<file path="src/rtl/lcd_bus_receiver.sv">
// LCD-side receiver/checker for the 4-bit write bus: decodes the power-on init
// nibbles, assembles command/data bytes and flags strobe, timing and protocol errors.
//
// state | meaning
// ------+------------------------------------------------------------
// INIT0 | waiting for first 0x3 after power-on (or after an init error)
// INIT1 | waiting for second 0x3
// INIT2 | waiting for third 0x3
// INIT3 | waiting for 0x2 (switch to 4-bit mode)
// HI    | waiting for the high nibble of a byte
// LO    | waiting for the low nibble of a byte
module lcd_bus_receiver #(
   parameter int unsigned E_MIN_HIGH = 12,
   parameter int unsigned T_POWERON  = 750000,
   parameter int unsigned T_INIT1    = 205000,
   parameter int unsigned T_INIT2    = 5000,
   parameter int unsigned T_INIT3    = 2000,
   parameter int unsigned T_NIB      = 50,
   parameter int unsigned T_BYTE     = 2000,
   parameter int unsigned T_CLR      = 82000
) (
   input  logic       clk,
   input  logic       reset,
   input  logic       LCD_E,
   input  logic       LCD_RS,
   input  logic       LCD_RW,
   input  logic [3:0] SF_D,
   output logic       init_done,
   output logic       byte_valid,
   output logic [7:0] byte_out,
   output logic       rs_out,
   output logic       err_width,
   output logic       err_timing,
   output logic       err_init,
   output logic       err_proto
);

   typedef enum logic [2:0] {
      S_INIT0,
      S_INIT1,
      S_INIT2,
      S_INIT3,
      S_HI,
      S_LO
   } state_t;

   localparam logic [19:0] GAP_MAX = '1;
   localparam logic [7:0]  W_MAX   = '1;
   localparam logic [7:0]  W_MIN   = 8'(E_MIN_HIGH);
   localparam logic [19:0] G_PON   = 20'(T_POWERON);
   localparam logic [19:0] G_INIT1 = 20'(T_INIT1);
   localparam logic [19:0] G_INIT2 = 20'(T_INIT2);
   localparam logic [19:0] G_INIT3 = 20'(T_INIT3);
   localparam logic [19:0] G_NIB   = 20'(T_NIB);
   localparam logic [19:0] G_BYTE  = 20'(T_BYTE);
   localparam logic [19:0] G_CLR   = 20'(T_CLR);

   state_t      state, state_nx;
   logic        e_q;
   logic        fall;
   logic [3:0]  d_lat;
   logic        rs_lat, rw_lat;
   logic [7:0]  width_cnt;
   logic [19:0] gap_cnt;
   logic [19:0] req_gap, req_gap_nx;
   logic [3:0]  hi_nib, hi_nib_nx;
   logic        hi_rs, hi_rs_nx;
   logic [7:0]  byte_asm;
   logic        width_bad;

   logic        init_done_nx, byte_valid_nx, rs_out_nx;
   logic [7:0]  byte_out_nx;
   logic        err_width_nx, err_timing_nx, err_init_nx, err_proto_nx;

   assign fall      = e_q & ~LCD_E;
   assign byte_asm  = {hi_nib, d_lat};
   assign width_bad = (width_cnt < W_MIN);

   always_comb begin
      state_nx      = state;
      req_gap_nx    = req_gap;
      hi_nib_nx     = hi_nib;
      hi_rs_nx      = hi_rs;
      init_done_nx  = init_done;
      byte_out_nx   = byte_out;
      rs_out_nx     = rs_out;
      byte_valid_nx = 1'b0;
      err_width_nx  = 1'b0;
      err_timing_nx = 1'b0;
      err_init_nx   = 1'b0;
      err_proto_nx  = 1'b0;

      if (fall) begin
         err_width_nx = width_bad;
         err_proto_nx = rw_lat;
         // A short strobe or a read cycle carries no usable nibble.
         if (!width_bad && !rw_lat) begin
            case (state)
               S_INIT0: begin
                  if (d_lat == 4'h3 && gap_cnt >= G_PON) state_nx = S_INIT1;
                  else err_init_nx = 1'b1;
               end
               S_INIT1: begin
                  if (d_lat == 4'h3 && gap_cnt >= G_INIT1) state_nx = S_INIT2;
                  else begin
                     err_init_nx = 1'b1;
                     state_nx    = S_INIT0;
                  end
               end
               S_INIT2: begin
                  if (d_lat == 4'h3 && gap_cnt >= G_INIT2) state_nx = S_INIT3;
                  else begin
                     err_init_nx = 1'b1;
                     state_nx    = S_INIT0;
                  end
               end
               S_INIT3: begin
                  if (d_lat == 4'h2 && gap_cnt >= G_INIT3) begin
                     state_nx     = S_HI;
                     init_done_nx = 1'b1;
                     req_gap_nx   = G_INIT3;
                  end else begin
                     err_init_nx = 1'b1;
                     state_nx    = S_INIT0;
                  end
               end
               S_HI: begin
                  err_timing_nx = (gap_cnt < req_gap);
                  hi_nib_nx     = d_lat;
                  hi_rs_nx      = rs_lat;
                  state_nx      = S_LO;
               end
               S_LO: begin
                  err_timing_nx = (gap_cnt < G_NIB);
                  err_proto_nx  = (rs_lat != hi_rs);
                  byte_out_nx   = byte_asm;
                  rs_out_nx     = hi_rs;
                  byte_valid_nx = 1'b1;
                  state_nx      = S_HI;
                  // Clear display / return home need the long settle time.
                  if (!hi_rs && (byte_asm == 8'h01 || byte_asm == 8'h02)) req_gap_nx = G_CLR;
                  else req_gap_nx = G_BYTE;
               end
               default: state_nx = S_INIT0;
            endcase
         end
      end
   end

   always_ff @(posedge clk or negedge reset) begin
      if (!reset) begin
         state      <= S_INIT0;
         e_q        <= 1'b0;
         d_lat      <= 4'h0;
         rs_lat     <= 1'b0;
         rw_lat     <= 1'b0;
         width_cnt  <= 8'd0;
         gap_cnt    <= 20'd0;
         req_gap    <= 20'd0;
         hi_nib     <= 4'h0;
         hi_rs      <= 1'b0;
         init_done  <= 1'b0;
         byte_valid <= 1'b0;
         byte_out   <= 8'h00;
         rs_out     <= 1'b0;
         err_width  <= 1'b0;
         err_timing <= 1'b0;
         err_init   <= 1'b0;
         err_proto  <= 1'b0;
      end else begin
         e_q <= LCD_E;
         if (LCD_E) begin
            d_lat  <= SF_D;
            rs_lat <= LCD_RS;
            rw_lat <= LCD_RW;
         end
         if (!LCD_E) width_cnt <= 8'd0;
         else if (width_cnt != W_MAX) width_cnt <= width_cnt + 8'd1;
         if (fall) gap_cnt <= 20'd0;
         else if (gap_cnt != GAP_MAX) gap_cnt <= gap_cnt + 20'd1;

         state      <= state_nx;
         req_gap    <= req_gap_nx;
         hi_nib     <= hi_nib_nx;
         hi_rs      <= hi_rs_nx;
         init_done  <= init_done_nx;
         byte_valid <= byte_valid_nx;
         byte_out   <= byte_out_nx;
         rs_out     <= rs_out_nx;
         err_width  <= err_width_nx;
         err_timing <= err_timing_nx;
         err_init   <= err_init_nx;
         err_proto  <= err_proto_nx;
      end
   end

endmodule

</file>
<file path="config.mk">
export PLATFORM = sky130hd
export DESIGN_NAME = lcd_bus_receiver
export DESIGN_NICKNAME = d
export VERILOG_FILES = /design/src/rtl/lcd_bus_receiver.sv
export SDC_FILE = /design/constraint.sdc
export NUM_CORES = 1
export LEC_CHECK = 0
export BUFFER_PORTS_ARGS = -buffer_cell sky130_fd_sc_hd__buf_4
export CORE_MARGIN = 2
export CORE_UTILIZATION = 55
export CTS_CLUSTER_DIAMETER = 40
export DETAILED_ROUTE_END_ITERATION = 8
export GPL_TIMING_DRIVEN = 0
export PLACE_DENSITY_LB_ADDON = 0.12
export SYNTH_ARGS = -nofsm -noshare
export SYNTH_HDL_FRONTEND = slang
export SYNTH_SLANG_ARGS = --single-unit
</file>
<file path="constraint.sdc">
create_clock -name clk -period 2.4 [get_ports clk]
set_input_delay 0.48 -clock clk [delete_from_list [all_inputs] [get_ports clk]]
set_output_delay 0.48 -clock clk [all_outputs]
set_load 0.005 [all_outputs]
</file>
==> metrics, run 1 <==
area grow syn2layout 12.7%; cts hold-fix bufs 0; Worst setup EP type flip-flop; crit path DAT 2250 ps; fin area 3730 um2; vias 2541; die width 81.6 um; H-tree lvl count 3; CP Max Fanout 10; pwr/cell area 544 nW/um2; Die Area 6650 um2; asr flop ratio synth 100%; syn_nets 352; YS warnings 0; RSZ-0062 raised after global routing false; initial antenna violation count 0; synthesis-stage register bit count 61; die height 81.6 um; GP Congestion 0.838; Initial Util 56.5%; hold slack 201 ps; DRT antenna net count 0; Avg Inst Size Synth 9.93 um2; clock-pin slew on the worst setup and hold paths 70 ps; aggregate routed wire length 6840 um; worst setup margin 359 ps; worst-case reg-to-reg path depth 7; most frequent cells in the layout dfrtp_1, nand2_1, nor2_1; number of global-route vias before repair 2406; Post-Place Setup Slack 277 ps; Antenna Cells 0; gate count after technology mapping 333; TNS Setup 0 ps; Final Net Count 386; CTS Buffer Depth 2; root buf cell clkbuf_8; fin crit share 85.0%; Post-CTS Resized 0; total global routing overflow 0; layout cells sized above 1 20.9%; Inserted Clock Buffers 9; worst vdd ir 0.000412 V; I/O Pins 24; status finished clean; first-pass GRT wire length 11500 um; crit path kind flip-flop to flip-flop; CP Launch Point gap_cnt[1]; Worst-Margin Slew 755 ps; GRT Total Usage 22.7%; synthesized area 3310 um2; flop2flop setup slack 360 ps; DRC violations left 0; Critical Path Sink gap_cnt[0]; Max-Cap Viols 0; # Post-CTS Setup Buffers 0; number of DRC markers in iteration 0 131; clk sinks 61; area post-placement 3570 um2; wire length per cell 15.4 um; Worst R2R End gap_cnt[0]; Fin. Hold Viols 0; Row Count 28; CP required 2610 ps; Peak Freq 490 MHz; largest net degree at the start of global routing 62; leak pwr 1.77 nW; Worst slew margin 49.7%; Worst Hold Class primary input to asynchronous set/reset pin; RR Startpoint gap_cnt[1]; commonest non-fill, non-tap cell in the layout dfrtp_1; DR pass1 iterations 4; Clock Latency Late Sink 340 ps; EDFF count, synth 0; CP startpoint kind flip-flop; IO buf count 23; sequential area share after synthesis 46.1%; fillers 501; Max Slew Vio Count 0; Detailed Place HPWL 4720 um; min Tclk post-route 2040 ps; Final Setup Violations 0; Top FF cell, synth dfrtp_1; Core Region 5850 um2; worst clock skew 11.6 ps; Yosys cell types 58; TritonCTS clock tree built; Via-to-Cell Ratio 5.72
[routing by layer]
layer  global-route usage (%)  part of all wire (%)  up-vias
li1                         -                     -     1246
met1                     31.1                    47     1237
met2                     35.9                    48       50
met3                     5.27                   4.1        8
met4                     7.12                   1.4        0
met5                        0                     0        -
[where the power goes]
| group | total, mW | internal (mW) | switching, mW |
|---|---|---|---|
| logic | 0.151 | 0.0646 | 0.0864 |
| clock network | 0.752 | 0.379 | 0.372 |
| registers | 1.13 | 1.07 | 0.0565 |
[worst min-delay path by stage]
stage	slack, ps	startpoint	to
floorplan	180	reset	byte_out[0]
finish	200	reset	req_gap[6]
global placement	460	init_done	init_done
detailed placement	460	init_done	init_done
CTS	250	reset	req_gap[10]
global route	290	reset	gap_cnt[7]
[metrics by stage]
stage | std cells | utilization [%] | power (mW)
floorplan | 333 | - | 1.23
global placement | 431 | 61.1 | 1.29
detailed placement | 431 | 61.1 | 1.30
CTS | 444 | 63.7 | 2.05
global route | 444 | 63.7 | 2.12
finish | 444 | 63.7 | 2.03
[worst max-delay path: stages, from the launching register on]
cell	delay, ps
dfrtp_1	450
ha_1	200
nand3_1	300
nor4_4	410
buf_4	250
nand2_1	100
xnor2_1	150
nor2_1	50
[cell type report]
cell class                      count  area, um2  area share, %
Buffer                             15       85.1           2.28
Clock buffer                       10        138           3.69
Clock inverter                      3       15.0          0.403
Inverter                           13       48.8           1.31
Multi-Input combinational cell    244       1650           44.2
Sequential cell                    61       1530           41.0
Tap cell                           75       93.8           2.52
Timing Repair Buffer               23        173           4.63
[synth_stat cells (5+ instances only)]
library cell	number	share of area [%]
mux2_2	10	3.4
ha_1	10	3.8
xnor2_1	14	3.7
nand4_1	5	0.95
inv_1	12	1.4
nand2_1	49	5.6
nor3_1	9	1.4
o21ai_0	15	2.3
a21oi_1	16	2.4
buf_2	7	1.1
dfrtp_1	61	46
nand3_1	9	1.4
nor2_1	29	3.3
xor2_1	6	1.6
a211oi_1	5	1.1
[flip-flops by register name, summed over array words and instances, names as in the netlist, 3 cells and up]
register	flops
byte_out	8
hi_nib	4
d_lat	4
req_gap	3
state	3
gap_cnt	20
width_cnt	8
[kinds of logic after synthesis]
logic type                 synth area share [%]
AOI/OAI and AO/OA                          13.5
xor gates and xnor gates                   5.30
adders and majority gates                  3.78
buffers and inverters                      4.05
DFF                                        46.1
muxes                                      4.16
and+or+nand+nor                            23.0
Power figures use the tool's default switching activity.
==> inputs of run 2 (changes only) <==
--- a/config.mk
+++ b/config.mk
@@ -5,6 +5,7 @@
 export SDC_FILE = /design/constraint.sdc
 export NUM_CORES = 1
 export LEC_CHECK = 0
+export ABC_AREA = 1
 export BUFFER_PORTS_ARGS = -buffer_cell sky130_fd_sc_hd__buf_4
 export CORE_MARGIN = 2
 export CORE_UTILIZATION = 55
==> run 2 against run 1 <==
  * Largest power group unchanged
  * Sequential share of layout area decreased by 3.0 points
  * Worst hold slack worse by 3.6 ps
  * Routed wire length grew 17%
  * Critical endpoint is now gap_cnt[14]
  * Largest cell class unchanged
  * Global-route usage is 2.2 points higher
  * Final area is 7.9% higher
==> metrics, run 2 <==
status finished clean; Worst Hold Class primary input to asynchronous set/reset pin; sequential area share after synthesis 43.2% (-2.9 points); die height 84.1 um (+3.1%); synthesis-stage register bit count 61 (unchanged); first-pass GRT wire length 14000 um (+22%); layout cells sized above 1 16.2% (-4.7 points); cts hold-fix bufs 0 (unchanged); synthesized area 3530 um2 (+6.7%); Worst R2R End gap_cnt[14]; CP Max Fanout 10 (unchanged); clk sinks 61 (unchanged); fin crit share 73.5% (-12 points); worst clock skew 11.9 ps (+0.356 ps); initial antenna violation count 0 (unchanged); aggregate routed wire length 8000 um (+17%); worst vdd ir 0.000398 V (-3.4%); H-tree lvl count 3 (unchanged); Cells after DPL 561 (+30%); gate count after technology mapping 461 (+38%); commonest non-fill, non-tap cell in the layout nand2_1; DRC violations left 0 (unchanged); Yosys cell types 38 (-34%); worst setup margin 636 ps (+276 ps); die width 84.1 um (+3.1%); Worst-Margin Slew 764 ps (+9.68 ps); post-synth top area share 43.2% (-2.9 points); largest net degree at the start of global routing 62 (unchanged); leak pwr 2.04 nW (+15%); Die Area 7070 um2 (+6.4%); TNS Setup 0 ps (unchanged); CP required 2660 ps (+50 ps); fin cells 577 (+30%); Clock Latency Late Sink 350 ps (about the same); wire length per cell 13.9 um (-10%); Initial Util 56.2% (-0.32 points); Biggest register gap_cnt; Via-to-Cell Ratio 5.33 (-6.8%); CP Launch Point gap_cnt[0]; I/O Pins 24 (unchanged); Largest register FFs 20 (unchanged); Final Net Count 514 (+33%); Peak Freq 567 MHz (+16%); Max-Cap Viols 0 (unchanged); DRT antenna net count 0 (unchanged); Area contributors post-synth dfrtp_1, nand2_1, inv_1; Post-Place Setup Slack 543 ps (+267 ps); largest area contributor in the synthesized netlist dfrtp_1; Avg Inst Size Synth 7.66 um2 (-23%); number of global-route vias before repair 3037 (+26%); EDFF count, synth 0 (unchanged); Fin. Hold Viols 0 (unchanged); Detailed Place HPWL 5840 um (+24%); Antenna Cells 0 (unchanged); crit path kind flip-flop to flip-flop; top flop regs gap_cnt: 20 flops, byte_out: 8 flops, width_cnt: 8 flops; Worst slew margin 49.0% (-0.65 points); RR Startpoint gap_cnt[0]; Tot Pwr 2.34 mW (+15%); DR pass1 iterations 4 (unchanged); clock-pin slew on the worst setup and hold paths 80 ps (about the same); crit path DAT 2020 ps (-230 ps); hold slack 197 ps (-3.62 ps); root buf cell clkbuf_8; Synth top cells by count nand2_1, dfrtp_1, inv_1, nor2_1, o21ai_0; GP Congestion 0.938 (+12%); number of DRC markers in iteration 0 168 (+28%); Worst setup EP type flip-flop; Row Count 29 (+3.6%); most frequent cells in the layout nand2_1, dfrtp_1, inv_1; worst-case reg-to-reg path depth 8 (+1); flop2flop setup slack 640 ps (+280 ps); Max Slew Vio Count 0 (unchanged); GRT Total Usage 24.9% (+2.2 points); pwr/cell area 581 nW/um2 (+6.8%); Inserted Clock Buffers 9 (unchanged); min Tclk post-route 1760 ps (-276 ps); Post-CTS Resized 0 (unchanged); Core Region 6280 um2 (+7.3%); total global routing overflow 0 (unchanged); CTS Buffer Depth 2 (unchanged); vias 3078 (+21%); RSZ-0062 raised after global routing false; syn_nets 480 (+36%); cell with the most instances after synthesis nand2_1; TritonCTS clock tree built; Final Setup Violations 0 (unchanged); area grow syn2layout 14.0%; IO buf count 23 (unchanged); YS warnings 0 (unchanged); # Post-CTS Setup Buffers 0 (unchanged); asr flop ratio synth 100% (unchanged); CP startpoint kind flip-flop; Top FF cell, synth dfrtp_1
run 2: cell count changes after synthesis, moves of 5 or more:
cell,delta
nand2_1,+69
inv_1,+47
nand3_1,+24
o21ai_0,+23
nor2_1,+16
xnor2_1,-13
mux2_2,-10
nor3_1,+7
a21oi_1,-6
nor2_2,+6
buf_2,-5
run 2: per-stage QoR:
| step | utilization (%) | instance area [um2] |
|---|---|---|
| 2_1_floorplan | - | 3530 |
| 3_3_place_gp | 60.5 | 3800 |
| 3_5_place_dp | 60.5 | 3800 |
| 4_1_cts | 64.1 | 4020 |
| 5_1_grt | 64.1 | 4020 |
| 6_report | 64.1 | 4020 |
run 2: logic make-up (layout without fill, tap and decap cells):
| group | after synthesis | after routing | synth area share [%] |
|---|---|---|---|
| AO/OA/AOI/OAI | 64 | 64 | 9.85 |
| XOR/XNOR | 6 | 6 | 1.49 |
| adder cells (fa/ha/maj) | 10 | 10 | 3.54 |
| buffers and inverters | 71 | 110 | 7.90 |
| flip-flops | 61 | 61 | 43.2 |
| AND/OR/NAND/NOR | 249 | 249 | 34.0 |
run 2: worst max-delay path by stage:
stage | to | cells after the start | slack, ps
after floorplan | gap_cnt[11] | 9 | 940
after detailed placement | req_gap[14] | 11 | 540
final | gap_cnt[14] | 8 | 640
after global placement | req_gap[14] | 11 | 560
after CTS | gap_cnt[6] | 8 | 640
after global routing | gap_cnt[14] | 8 | 460
run 2: report_power, final:
part / switching (mW) / internal, mW / total, mW
clock network: 0.437 / 0.611 / 1.05
registers: 0.0477 / 1.07 / 1.11
logic: 0.120 / 0.0561 / 0.176
run 2: cell type report:
type	count	area [um2]
Sequential cell	61	1530
Timing Repair Buffer	23	173
Fill cell	572	2250
Inverter	63	236
Clock inverter	6	86.3
Clock buffer	10	138
Multi-Input combinational cell	329	1720
Tap cell	77	96.3
Buffer	8	42.5
run 2: critical path, stage by stage, from the launching register on:
cell and delay (ps):
dfrtp_1 460, ha_1 330, nand3_2 150, inv_2 120
nand2_4 80, nor2_8 140, nand3_2 100, buf_2 210
o21ai_0 100
run 2: per-layer routing:
metal	global-route usage, %	part of all wire [%]	routed length (um)	vias to the layer above
met5	0	0	0	-
met4	10.1	1.9	152	0
met3	4.65	3.3	265	15
met2	40.8	48	3840	53
met1	32.8	47	3730	1461
li1	-	-	-	1549
==> inputs of run 3 (changes only) <==
==> constraint.sdc (replaced) <==
create_clock -name clk -period 1.6 [get_ports clk]
set_input_delay 0.32 -clock clk [delete_from_list [all_inputs] [get_ports clk]]
set_output_delay 0.32 -clock clk [all_outputs]
set_load 0.005 [all_outputs]
==> run 3 against run 2 <==
  * Sequential share of layout area shrank 1.6 points
  * Die area unchanged
  * Largest cell class unchanged
  * Final area increased by 5.8%
  * Largest power group unchanged
  * Flip-flop and latch count unchanged
  * Total power rose by 52%
  * Count of clock-buffer cells in the layout stayed put
  * Register-to-register slack worse by 560 ps
  * Clock skew is 1.9 ps lower
  * Critical path type unchanged
  * Routed wire length up 3.7%
  * Combinational power rose by 72%
==> metrics, run 3 (same netlist as run 2, synthesis figures left out) <==
aggregate routed wire length 8290 um (+3.7%); final core utilization 67.8% (+3.7 points); Int Pwr 2.63 mW (+52%); Die Area 7070 um2 (unchanged); vias 3142 (+2.1%); Initial Util 56.2% (unchanged); crit path kind flip-flop to flip-flop; initial antenna violation count 0 (unchanged); IO buf count 23 (unchanged); layer with the highest usage met2; CP startpoint kind flip-flop; Max-Cap Viols 0 (unchanged); Worst Hold Class primary input to asynchronous set/reset pin; leak pwr 2.11 nW (+3.6%); Max Slew Vio Count 0 (unchanged); Row Count 29 (unchanged); area grow syn2layout 20.6%; Multi-input gate area 1820 um2 (+5.6%); fin area 4260 um2 (+5.8%); Post-Place Setup Slack -143 ps (-686 ps); Clock Latency Late Sink 350 ps (about the same); commonest non-fill, non-tap cell in the layout nand2_1; die width 84.1 um (unchanged); Worst slew margin 48.9% (-0.14 points); Seq pwr share 47.3% (-0.4 points); hold slack 40.2 ps (-157 ps); clock-pin slew on the worst setup and hold paths 80 ps (about the same); top flop regs gap_cnt: 20 flops, byte_out: 8 flops, width_cnt: 8 flops; Largest register FFs 20 (unchanged); H-tree lvl count 3 (unchanged); Fin. Hold Viols 0 (unchanged); GP Congestion 0.938 (unchanged); Tot Pwr 3.56 mW (+52%); CP Launch Point width_cnt[1]; worst vdd ir 0.000609 V (+53%); fillers 533 (-6.8%); M3 GR Usage 4.65% (unchanged); Detailed Place HPWL 5840 um (unchanged); total global routing overflow 0 (unchanged); P_sw 0.926 mW (+53%); clock power share 44.1% (-0.7 points); Worst-Margin Slew 767 ps (+2.06 ps); TritonCTS clock tree built; most frequent cells in the layout nand2_1, inv_1, dfrtp_1; met1 usage 32.8% (+0.064 points); Worst setup EP type flip-flop; worst setup margin 80.0 ps (-556 ps); combinational share of power 8.5% (+1.0 points); cts hold-fix bufs 0 (unchanged); I/O Pins 24 (unchanged); worst clock skew 10.1 ps (-1.89 ps); min Tclk post-route 1520 ps (-244 ps); CP Max Fanout 5 (-5); crit path DAT 1750 ps (-270 ps); Biggest register gap_cnt; pwr/cell area 836 nW/um2 (+44%); Inserted Clock Buffers 9 (unchanged); CP required 1830 ps (-830 ps); CTS Buffer Depth 2 (unchanged); Antenna Cells 0 (unchanged); RR Startpoint width_cnt[1]; clk sinks 61 (unchanged); wire length per cell 14.0 um (+1.2%); number of DRC markers in iteration 0 182 (+8.3%); Peak Freq 658 MHz (+16%); Core Region 6280 um2 (unchanged); Final Setup Violations 0 (unchanged); routing usage on met2 40.7% (-0.072 points); area post-placement 3800 um2 (unchanged); die height 84.1 um (unchanged); layout cells sized above 1 23.5% (+7.3 points); first-pass GRT wire length 14000 um (+0.29%); root buf cell clkbuf_8; Storage cell area 1550 um2 (+1.2%); Final Net Count 528 (+2.7%); status finished clean; GRT Total Usage 25.0% (+0.084 points); number of global-route vias before repair 3043 (+0.20%); DRC violations left 0 (unchanged); fin crit share 95.0% (+21 points); largest net degree at the start of global routing 62 (unchanged); Via-to-Cell Ratio 5.32 (-0.34%); sw frac 26.0% (+0.17 points); DR pass1 iterations 4 (unchanged); DRT antenna net count 0 (unchanged)
==> run 3: cell count changes in the layout (fill, tap and decap cells not counted), moves of 3 or more <==
cell | before | now
nor2_1 | 45 | 41
nand2_1 | 118 | 115
nor2_4 | 3 | 7
buf_4 | 23 | 39
dfrtp_2 | 0 | 15
dfrtp_1 | 61 | 46
==> run 3: power by group through the flow <==
stage	Clock, mW	Combinational (mW)	Sequential (mW)
after floorplan	0	0.163	1.68
after global placement	0	0.255	1.70
after detailed placement	0	0.263	1.70
after CTS	1.59	0.272	1.68
after global routing	1.66	0.344	1.69
final	1.57	0.303	1.68
==> run 3: layout make-up <==
class	count	area share, %
plain buffers	6	0.970
clock buffers	10	3.23
clock inverters	6	2.03
inverters	63	5.56
multi-input cells	329	42.8
flip-flops and latches	61	36.3
well taps	77	2.26
repair buffers	39	6.88
==> run 3: worst max-delay path: stages, from the launching register on <==
cell     delay (ps)
dfrtp_1         360
ha_1            230
nand2_1         160
nor3_4          190
nand3_2         160
buf_4           170
nand3_1          60
o21ai_0          90
==> run 3: timing repair <==
item                                    in CTS  in global routing
pin swaps                                    0                  7
resized for setup                            5                 37
endpoints found under the setup margin      21                 33
buffers inserted                             0                 16
==> run 3: worst paths after layout <==
| check | to | slack (ps) | depth (start not counted) |
|---|---|---|---|
| max reg2reg | width_cnt[0] | 80 | 7 |
| max | width_cnt[0] | 80 | 7 |
| min in group clk | e_q | 120 | 1 |
| max in group asynchronous | gap_cnt[5] | 1010 | 1 |
| min reg2reg | hi_nib[1] | 490 | 2 |
| min | gap_cnt[15] | 40 | 1 |
==> run 3: metrics by stage <==
step	instances	setup TNS [ps]
after CTS	577	0
after global routing	591	-221
after global placement	561	-1450
after detailed placement	561	-1950
after floorplan	461	0
final	591	0
==> run 3: layer usage <==
layer	up-vias	part of all wire, %	wire length, um
met5	-	0	0
met4	0	2.4	197
met3	19	3.8	312
met2	60	49	4030
met1	1481	45	3750
li1	1582	-	-
